$ cat src/rtl/decoder_pipe.sv
// Registered one-hot decoder with a two-entry skid buffer and valid/ready flow control.
// Optional macro DECODER_ZERO_REG_EN: an all-ones select stores an all-zero word.
module decoder_pipe #(
  parameter int SEL_W = 5
) (
  input  logic                    clk,
  input  logic                    rst_n,
  input  logic                    flush,
  input  logic                    in_valid,
  output logic                    in_ready,
  input  logic [SEL_W-1:0]        in_sel,
  input  logic                    in_enable,
  output logic                    out_valid,
  input  logic                    out_ready,
  output logic [(1<<SEL_W)-1:0]   out,
  output logic [1:0]              dbg_state
);

  localparam int OUT_W = 1 << SEL_W;

  // Handshake: a transfer happens on an edge where valid and ready are both high.
  // in_ready depends only on registered occupancy and flush, never on out_ready.
  typedef enum logic [1:0] {
    S_EMPTY = 2'd0,
    S_ONE   = 2'd1,
    S_TWO   = 2'd2
  } state_t;

  state_t             r_state;
  state_t             w_state_nxt;
  logic [OUT_W-1:0]   r_main;
  logic [OUT_W-1:0]   r_skid;
  logic [OUT_W-1:0]   w_word;
  logic               w_accept;
  logic               w_drain;

  assign w_accept = in_valid & in_ready;
  assign w_drain  = out_valid & out_ready;

  always_comb begin
    w_word         = '0;
    w_word[in_sel] = in_enable;
`ifdef DECODER_ZERO_REG_EN
    if (&in_sel) w_word = '0;
`endif
  end

  always_ff @(posedge clk or negedge rst_n) begin
    if (!rst_n) r_state <= S_EMPTY;
    else        r_state <= w_state_nxt;
  end

  always_comb begin
    w_state_nxt = r_state;
    if (flush) begin
      w_state_nxt = S_EMPTY;
    end else begin
      case (r_state)
        S_EMPTY: if (w_accept) w_state_nxt = S_ONE;
        S_ONE: begin
          if (w_accept && !w_drain)      w_state_nxt = S_TWO;
          else if (!w_accept && w_drain) w_state_nxt = S_EMPTY;
        end
        S_TWO:   if (w_drain) w_state_nxt = S_ONE;
        default: w_state_nxt = S_EMPTY;
      endcase
    end
  end

  always_comb begin
    out_valid = (r_state != S_EMPTY);
    in_ready  = (r_state != S_TWO) & ~flush;
    out       = out_valid ? r_main : '0;
    dbg_state = r_state;
  end

  // Main is cleared whenever it goes empty so out stays zero without relying on the mask.
  always_ff @(posedge clk or negedge rst_n) begin
    if (!rst_n) begin
      r_main <= '0;
      r_skid <= '0;
    end else if (flush) begin
      r_main <= '0;
      r_skid <= '0;
    end else begin
      case (r_state)
        S_EMPTY: if (w_accept) r_main <= w_word;
        S_ONE: begin
          if (w_accept && w_drain) r_main <= w_word;
          else if (w_accept)       r_skid <= w_word;
          else if (w_drain)        r_main <= '0;
        end
        S_TWO: begin
          if (w_drain) begin
            r_main <= r_skid;
            r_skid <= '0;
          end
        end
        default: begin
          r_main <= '0;
          r_skid <= '0;
        end
      endcase
    end
  end

endmodule

$ cat config.mk
export PLATFORM = sky130hd
export DESIGN_NAME = decoder_pipe
export DESIGN_NICKNAME = d
export VERILOG_FILES = /design/src/rtl/decoder_pipe.sv
export SDC_FILE = /design/constraint.sdc
export NUM_CORES = 1
export LEC_CHECK = 0
export BUFFER_PORTS_ARGS = -buffer_cell sky130_fd_sc_hd__buf_2
export CELL_PAD_IN_SITES_DETAIL_PLACEMENT = 1
export CELL_PAD_IN_SITES_GLOBAL_PLACEMENT = 1
export CORE_ASPECT_RATIO = 1.1
export CORE_UTILIZATION = 41
export DETAILED_ROUTE_END_ITERATION = 16
export HOLD_SLACK_MARGIN = 0.02
export PLACE_DENSITY_LB_ADDON = 0.12
export SETUP_SLACK_MARGIN = 0.2
export SYNTH_ARGS = -nofsm -noshare
export SYNTH_HDL_FRONTEND = slang
export SYNTH_SLANG_ARGS = --single-unit
$ cat constraint.sdc
create_clock -name clk -period 1.6 [get_ports clk]
set_clock_uncertainty 0.2 [all_clocks]
set_input_delay 0.24 -clock clk [delete_from_list [all_inputs] [get_ports clk]]
set_output_delay 0.24 -clock clk [all_outputs]
set_load 0.005 [all_outputs]
==> impl_metrics.csv, run 1 <==
group,metric,value,unit
run_status,outcome,"finished with violations",
run_status,violations,"setup timing",
cts,clk_pin_slew,80,ps
setup_path,rr_worst_depth,9,
power_and_ir_drop,combPwrFrac,28.5,%
timing,setup_slack,-360,ps
cts,h-tree-depth,3,
cts,cts_tree,"done",
logic_synthesis,synth_compound_area_share,21.7,%
power_and_ir_drop,ir_worst_vdd,456,µV
setup_path,crit_required,1160,ps
final_layout,final_cell_mix,"65 x dfrtp_1, 61 x nor2b_1, 44 x buf_2, 33 x a22oi_2, 31 x nor3_2",
cts,cts_made_buffers,9,
final_layout,layout.cells.non_filler,577,
logic_synthesis,synthAdderAreaFrac,0,%
setup_path,path_depth,6,
min_path,whs_path_depth,3,
logic_synthesis,syn_inst,375,
final_layout,drive_gt1_share,49.4,%
drt,drc,0,
final_layout,n_fill_cell,876,
grt,grt-ovfl-total,0,
drt,vias,3531,
power_and_ir_drop,power_leakage,2.38,nW
logic_synthesis,syn_area_per_cell,9.77,µm²
min_path,hold_class,"in -> reg",
timing,maxSlewHeadroom,67.0,%
logic_synthesis,syn_nets,386,
logic_synthesis,ys_ff_latch,66,
logic_synthesis,synthSimpleGateAreaFrac,26.7,%
final_layout,insertedDiodeCount,0,
timing,hold_viol_final,0,
die,die_w,92.1,µm
die,start_util,42.9,%
power_and_ir_drop,switching_power,0.00147,W
timing,drv_slew,0,
logic_synthesis,synth.cell_area,0.00366,mm²
power_and_ir_drop,internal_power,0.00316,W
grt,grt_pass1_wl,18800,µm
timing,clock.fmax,0.510,GHz
setup_path,critPathMostFrequentCell,"buf_6",
die,dieArea,0.00931,mm²
grt,grt_max_degree,67,
setup_path,cp_num_buf_inv,4,
place,place_congestion,0.756,
final_layout,final_cell_area,0.00545,mm²
grt,grt_pass1_vias,3272,
place,dpl_cell_area,0.00423,mm²
timing,rsz0062_at_grt,"true",
power_and_ir_drop,p_per_area,850,mW/mm²
drt,postRouteAntennaNets,0,
setup_path,cp_top_family,"buffers and inverters",
logic_synthesis,synth_cell_types,30,
logic_synthesis,synth-seq-area-share,45.1,%
setup_path,critPathLaunchType,"flop",
die,core_area,0.00854,mm²
drt,drt_iter0_drc,221,
drt,drtPass1Iterations,4,
drt,wl_per_cell,26.8,µm
logic_synthesis,synth_xor_area_share,0,%
cts,root_buffer,"clkbuf_8",
die,die_h,101,µm
place,hpwlAfterDp,6470,µm
logic_synthesis,muxShareOfSynthArea,0.854,%
timing,final.period_utilization,123,%
logic_synthesis,ys_warn_count,0,
setup_path,critical_path_class,"reg -> out",
place,dp_slack,-55.9,ps
final_layout,nets,472,
power_and_ir_drop,p_clk_share,32.3,%
timing,final.min_clock_period,1960,ps
place,port_buffers,46,
logic_synthesis,synth_top_family_by_area,"simple AND/OR/NAND/NOR gates",
setup_path,critPathMaxStageDelay,410,ps
setup_path,cp_cell_sequence,"buf_6 -> nor2_4 -> buf_6 -> buf_12 -> nor2b_1 -> buf_2",
die,rows,35,
cts,clkLatencyLatePin,360,ps
setup_path,slowest_stage,"dfrtp_1",
setup_path,end_kind,"primary output",
cts,clock_sinks,66,
grt,grt.total_usage,27.0,%
place,dp_cells,528,
timing,setup_viol,100,
final_layout,layout_commonest_cell,"dfrtp_1",
power_and_ir_drop,seq_power_share,39.2,%
job,maxCapViolCount,0,
timing,worst_pin_slew,490,ps
final_layout,syn_to_final_growth,48.9,%
setup_path,cp_max_fo,9,
grt,antenna_found_initial,0,
power_and_ir_drop,sw_frac_of_total,31.7,%
die,num_io_pins,47,
setup_path,critPathArrivalTime,1520,ps
cts,clk_path_buf_depth,2,
drt,viasPerCell,6.12,
drt,routed_wl,15500,µm
final timing paths:
path	slack [ps]	startpoint	to
min in group asynchronous	230	rst_n	r_main[24]
max in group asynchronous	660	rst_n	r_skid[1]
hold / removal	140	out_ready	dbg_state[1]
setup reg to reg	-360	dbg_state[0]	r_main[7]
setup / recovery	-360	dbg_state[0]	out[8]
hold reg to reg	300	r_skid[25]	r_skid[25]
layer usage:
metal / vias to the layer above / GRT usage (%) / part of all wire (%)
met5: - / 0 / 0
met4: 0 / 7.69 / 3.4
met3: 46 / 4.30 / 4.6
met2: 139 / 45.4 / 51
met1: 1834 / 36.4 / 41
li1: 1512 / - / -
stage by stage:
step                setup TNS, ps  hold WS (ps)  total power [W]  util [%]
floorplan                   -4150          -256          0.00230         -
global placement            -48.6          84.5          0.00256      49.5
detailed placement          -1270          87.8          0.00258      49.5
CTS                        -19740          98.7          0.00430      59.2
global route               -30130           138          0.00477      63.9
finish                     -25350           136          0.00463      63.9
sequential cells by signal, indices dropped and copies added, names as in the netlist:
| name | flops |
|---|---|
| r_main | 32 |
| r_skid | 32 |
| dbg_state | 2 |
area by class of cell:
cell class                      count  area [µm²]  area share, %
Timing Repair Buffer              112        1250           23.0
Multi-Input combinational cell    269        2200           40.3
Clock inverter                      2        35.0          0.642
Sequential cell                    66        1650           30.3
Inverter                            3        13.8          0.252
Tap cell                          111         139           2.55
Clock buffer                       14         163           2.98
power by group through the flow:
stage	clock (W)	sequential, W	combinational (W)
after floorplan	0	0.00180	0.000499
after global placement	0	0.00181	0.000745
after detailed placement	0	0.00181	0.000764
after CTS	0.00145	0.00179	0.00106
after global routing	0.00157	0.00182	0.00138
final	0.00150	0.00182	0.00132
repair_timing:
item                                    4_1_cts  5_1_grt
pin swaps                                    34       37
gates cloned                                  9        5
setup buffers                                11        7
hold buffers                                  1        0
endpoints found under the setup margin      101      102
hold endpoints to repair                     66        0
gates resized for setup                      72       55
cell usage after synthesis:
cell type	instances	area share [%]
dfrtp_1	66	45
nor2b_1	65	11
nor2_1	44	4.5
a22oi_1	32	6.6
o21ai_0	32	4.4
nor3_2	20	5.5
nor3_1	19	2.6
clkbuf_1	18	1.8
a22o_1	16	3.8
a32o_1	16	4.4
buf_2	12	1.6
buf_6	4	1.2
nand2b_1	4	0.68
buf_4	3	0.61
inv_1	3	0.31
nand2_1	3	0.31
a211oi_4	2	1.1
a21oi_1	2	0.27
mux2i_1	2	0.55
o22a_1	2	0.48
a22oi_2	1	0.34
and2_1	1	0.17
mux2_2	1	0.31
nand2b_4	1	0.38
nand3b_4	1	0.55
nor3b_1	1	0.21
nor4_1	1	0.17
nor4_4	1	0.58
o21ai_1	1	0.14
o21ai_2	1	0.24
cells by family after synthesis:
group / Yosys count
AO/OA/AOI/OAI: 105
buffers and inverters: 40
AND/OR/NAND/NOR: 161
flip-flops: 66
multiplexers: 3
worst min-delay path, stage by stage:
cell and delay, ps:
buf_2 200, buf_12 180, nor3_2 50
No activity file was read; power rests on OpenSTA's default activity.
==> run 2, diff against run 1 <==
Settings changed: CORE_UTILIZATION 41 to 45.
Clock period 1.6 ns to 2.4 ns, I/O delays scaled along.
==> impl_metrics.csv, run 2 (same netlist as run 1, synthesis figures left out) <==
group,metric,value,unit
run_status,outcome,"finished clean",
grt,met3_usage,4.10,%
drt,drtPass1Iterations,4,
drt,postRouteAntennaNets,0,
grt,grt-ovfl-total,0,
die,num_io_pins,47,
setup_path,end_kind,"primary output",
timing,setup_viol,0,
drt,drc,0,
cts,root_buffer,"clkbuf_8",
setup_path,critPathLaunchType,"flop",
grt,antenna_found_initial,0,
min_path,min_to,"dbg_state[0]",
grt,grt.total_usage,24.7,%
die,dieArea,0.00850,mm²
die,die_h,96.6,µm
drt,viasPerCell,5.61,
power_and_ir_drop,p_per_area,582,mW/mm²
cts,cts_setup_buffers,0,
timing,timing.hold.ws,109,ps
grt,grtUsageMet2,34.8,%
final_layout,nets,428,
power_and_ir_drop,ir_worst_vdd,274,µV
timing,final.min_clock_period,2100,ps
timing,maxSlewHeadroom,49.2,%
place,hpwlAfterDp,6830,µm
setup_path,r2r_start,"dbg_state[1]",
final_layout,n_fill_cell,946,
final_layout,final_cell_mix,"66 x dfrtp_1, 65 x nor2b_1, 46 x buf_2, 42 x nor2_1",
setup_path,reg2reg_to,"r_skid[24]",
die,start_util,46.3,%
grt,grtUsageMet1,39.4,%
final_layout,insertedDiodeCount,0,
grt,grt_pass1_wl,16200,µm
setup_path,rr_worst_depth,4,
cts,h-tree-depth,3,
die,core_area,0.00791,mm²
place,dpl_cell_area,0.00401,mm²
min_path,whs_path_depth,2,
setup_path,cp_max_fo,33,
setup_path,critPathArrivalTime,1540,ps
drt,routed_wl,9630,µm
final_layout,drive_gt1_share,25.8,%
final_layout,layout_commonest_cell,"dfrtp_1",
place,place_congestion,0.778,
timing,drv_slew,0,
timing,rsz0062_at_grt,"false",
place,port_buffers,46,
setup_path,rrSetupSlack,410,ps
cts,clkLatencyLatePin,340,ps
timing,hold_viol_final,0,
die,die_w,88.0,µm
cts,cts_made_buffers,9,
grt,grt_pass1_vias,2936,
power_and_ir_drop,power_leakage,1.92,nW
drt,wl_per_cell,18.3,µm
final_layout,final_cell_area,0.00418,mm²
drt,vias,2952,
job,maxCapViolCount,0,
final_layout,syn_to_final_growth,14.0,%
power_and_ir_drop,p_total,0.00243,W
timing,final.period_utilization,87.4,%
die,rows,34,
setup_path,crit_required,1840,ps
grt,grt_max_degree,47,
grt,grt_busiest_layer,"met1",
cts,clk_pin_slew,70,ps
timing,clock.fmax,0.477,GHz
cts,cts_tree,"done",
min_path,min_from,"flush",
drt,drt_iter0_drc,190,
cts,clk_path_buf_depth,2,
cts,clock_sinks,66,
min_path,hold_class,"in -> reg",
timing,tns,0,ps
timing,worst_pin_slew,761,ps
setup_path,critical_path_class,"reg -> out",
-- run 2: changes by cell type in the layout (fill, tap and decap cells not counted), moves of 10 or more --
cell     previous run  this run
a22oi_1             0        32
a22oi_2            33         1
buf_12             17         2
buf_6              12         0
nor2_1             19        42
nor2_2             12         2
nor2_4             13         0
nor3_1              8        19
nor3_2             31        20
-- run 2: worst max-delay path by stage --
stage | from | endpoint | cells after the start
6_report | dbg_state[0] | out[23] | 5
5_1_grt | dbg_state[0] | out[16] | 5
4_1_cts | dbg_state[0] | out[23] | 5
3_5_place_dp | out_ready | r_skid[24] | 6
3_3_place_gp | out_ready | r_skid[16] | 6
2_1_floorplan | dbg_state[0] | out[10] | 4
-- run 2: timing repair --
item	4_1_cts	5_1_grt
hold buffers	1	0
gates resized for setup	1	2
setup endpoints to repair	11	25
hold endpoints to repair	20	0
-- run 2: final cells by class --
cell class	count	area, µm²	share of cell area [%]
sequential	66	1650	39.5
multi-input combinational	269	1810	43.3
tap	108	135	3.24
clock inverter	1	5.00	0.120
clock buffer	11	141	3.39
timing repair buffer	68	423	10.1
inverter	3	11.3	0.270
-- run 2: through the flow --
stage / cells / util, % / worst slack, ps
2_1_floorplan: 375 / - / 619
3_3_place_gp: 513 / 50.6 / 227
3_5_place_dp: 513 / 50.6 / 168
4_1_cts: 526 / 52.7 / 246
5_1_grt: 526 / 52.8 / 222
6_report: 526 / 52.8 / 303
-- run 2: routing by layer --
layer | vias to the layer above | part of all wire, %
met5 | - | 0
met4 | 0 | 0.82
met3 | 6 | 3.3
met2 | 60 | 45
met1 | 1475 | 51
li1 | 1411 | -
-- run 2: power by group --
| group | internal, W | total [W] | switching [W] |
|---|---|---|---|
| clock | 0.000379 | 0.000774 | 0.000395 |
| sequential | 0.00116 | 0.00119 | 0.0000252 |
| combinational | 0.000175 | 0.000471 | 0.000296 |
| total | 0.00172 | 0.00243 | 0.000716 |
-- run 2: worst max-delay path, cell delays in order (launching register included) --
cell and delay (ps):
dfrtp_1 400, buf_4 190, nor2_2 190, buf_12 200
nor2b_1 70, buf_2 130
==> run 3, diff against run 2 <==
Settings changed: CTS_BUF_LIST set to sky130_fd_sc_hd__clkbuf_8.
==> impl_metrics.csv, run 3 (same netlist as run 1, synthesis figures left out) <==
group,metric,value,unit
run_status,outcome,"finished clean",
final_layout,final_cell_mix,"66 x dfrtp_1, 65 x nor2b_1, 46 x buf_2, 42 x nor2_1",
grt,grt_max_degree,47,
drt,drc,0,
drt,drtPass1Iterations,4,
timing,rsz0062_at_grt,"false",
die,start_util,46.3,%
final_layout,drive_gt1_share,25.8,%
drt,wl_per_cell,18.3,µm
timing,final.min_clock_period,2100,ps
power_and_ir_drop,combPwrFrac,19.4,%
setup_path,cp_top_family,"buffers and inverters",
setup_path,critical_path_class,"reg -> out",
drt,postRouteAntennaNets,0,
cts,clk_path_buf_depth,2,
cts,h-tree-depth,3,
min_path,hold_class,"in -> reg",
place,dpl_cell_area,0.00401,mm²
die,die_h,96.6,µm
power_and_ir_drop,ir_worst_vdd,274,µV
power_and_ir_drop,switching_power,0.000716,W
setup_path,crit_required,1840,ps
cts,cts_tree,"done",
timing,clock.fmax,0.477,GHz
job,maxCapViolCount,0,
place,place_congestion,0.778,
setup_path,critPathMaxStageDelay,400,ps
die,rows,34,
power_and_ir_drop,seq_power_share,48.9,%
setup_path,cp_max_fo,33,
die,core_area,0.00791,mm²
power_and_ir_drop,power_leakage,1.92,nW
drt,vias,2952,
place,hpwlAfterDp,6830,µm
timing,final.period_utilization,87.4,%
grt,antenna_found_initial,0,
final_layout,insertedDiodeCount,0,
place,port_buffers,46,
power_and_ir_drop,internal_power,0.00171,W
final_layout,n_fill_cell,946,
timing,worst_pin_slew,761,ps
cts,clkLatencyLatePin,340,ps
cts,cts_made_buffers,9,
cts,clock_sinks,66,
timing,hold_viol_final,0,
timing,maxSlewHeadroom,49.2,%
drt,routed_wl,9630,µm
power_and_ir_drop,sw_frac_of_total,29.5,%
final_layout,syn_to_final_growth,14.0,%
place,dp_cells,513,
setup_path,critPathLaunchType,"flop",
final_layout,nets,428,
cts,root_buffer,"clkbuf_8",
die,dieArea,0.00850,mm²
drt,viasPerCell,5.61,
setup_path,cp_cell_sequence,"buf_4 -> nor2_2 -> buf_12 -> nor2b_1 -> buf_2",
die,die_w,88.0,µm
timing,drv_slew,0,
setup_path,cp_num_buf_inv,3,
setup_path,end_kind,"primary output",
grt,grt_pass1_vias,2936,
timing,tns,0,ps
power_and_ir_drop,p_per_area,581,mW/mm²
setup_path,slowest_stage,"dfrtp_1",
drt,drt_iter0_drc,190,
setup_path,critPathArrivalTime,1540,ps
final_layout,layout_commonest_cell,"dfrtp_1",
grt,grt.total_usage,24.7,%
final_layout,layout.cells.non_filler,526,
timing,setup_viol,0,
power_and_ir_drop,p_clk_share,31.7,%
die,num_io_pins,47,
grt,grt_pass1_wl,16200,µm
final_layout,final_cell_area,0.00418,mm²
grt,grt-ovfl-total,0,
cts,clk_pin_slew,70,ps
==> run 3: cell types whose count changed in the layout (fill, tap and decap cells not counted) <==
| cell | delta |
|---|---|
| clkbuf_1 | -1 |
| inv_1 | +1 |
==> run 3: metal layers <==
layer	share of wire [%]	track usage, %	vias to the layer above
li1	-	-	1411
met1	51	39.4	1475
met2	45	34.8	60
met3	3.3	4.10	6
met4	0.82	5.58	0
met5	0	0	-
==> run 3: power groups by stage <==
stage,sequential [W],combinational [W],clock [W]
global route,0.00119,0.000525,0.000831
global placement,0.00121,0.000451,0
detailed placement,0.00121,0.000465,0
finish,0.00119,0.000471,0.000770
floorplan,0.00120,0.000321,0
CTS,0.00119,0.000470,0.000789
==> run 3: layout make-up <==
type | count | area (µm²) | share of cell area [%]
multi-input cells | 269 | 1810 | 43.3
flip-flops and latches | 66 | 1650 | 39.5
well taps | 108 | 135 | 3.24
inverters | 3 | 11.3 | 0.270
clock inverters | 2 | 8.76 | 0.210
repair buffers | 68 | 423 | 10.1
clock buffers | 10 | 138 | 3.30
==> run 3: worst register-to-register path: cells and delay by family (launching register included) <==
family                 cells  cell delay [ps]
AOI/OAI and AO/OA          2              370
buffers and inverters      1              330
DFF                        1              440
and+or+nand+nor            1              590
==> run 3: timing repair <==
item | in CTS | in global routing
hold endpoints to repair | 20 | 0
endpoints found under the setup margin | 11 | 25
setup buffers | 0 | 0
hold buffers | 1 | 0
gates resized for setup | 1 | 2
==> run 3: final timing paths <==
kind                               from            to  slack, ps  cells past startpoint
max in group asynchronous         rst_n    r_skid[12]       1030                      3
min in group asynchronous         rst_n    r_main[25]        340                      2
setup reg to reg           dbg_state[1]    r_skid[24]        410                      4
hold reg to reg               r_skid[1]     r_skid[1]        300                      1
setup / recovery           dbg_state[0]       out[23]        300                      5
hold / removal                    flush  dbg_state[0]        110                      2
==> run 3: through the flow <==
stage	power [W]	hold WS, ps	worst slack, ps	util [%]
2_1_floorplan	0.00152	-136	619	-
3_3_place_gp	0.00166	158	227	50.6
3_5_place_dp	0.00167	175	168	50.6
4_1_cts	0.00245	102	246	52.7
5_1_grt	0.00255	125	222	52.8
6_report	0.00243	109	303	52.8
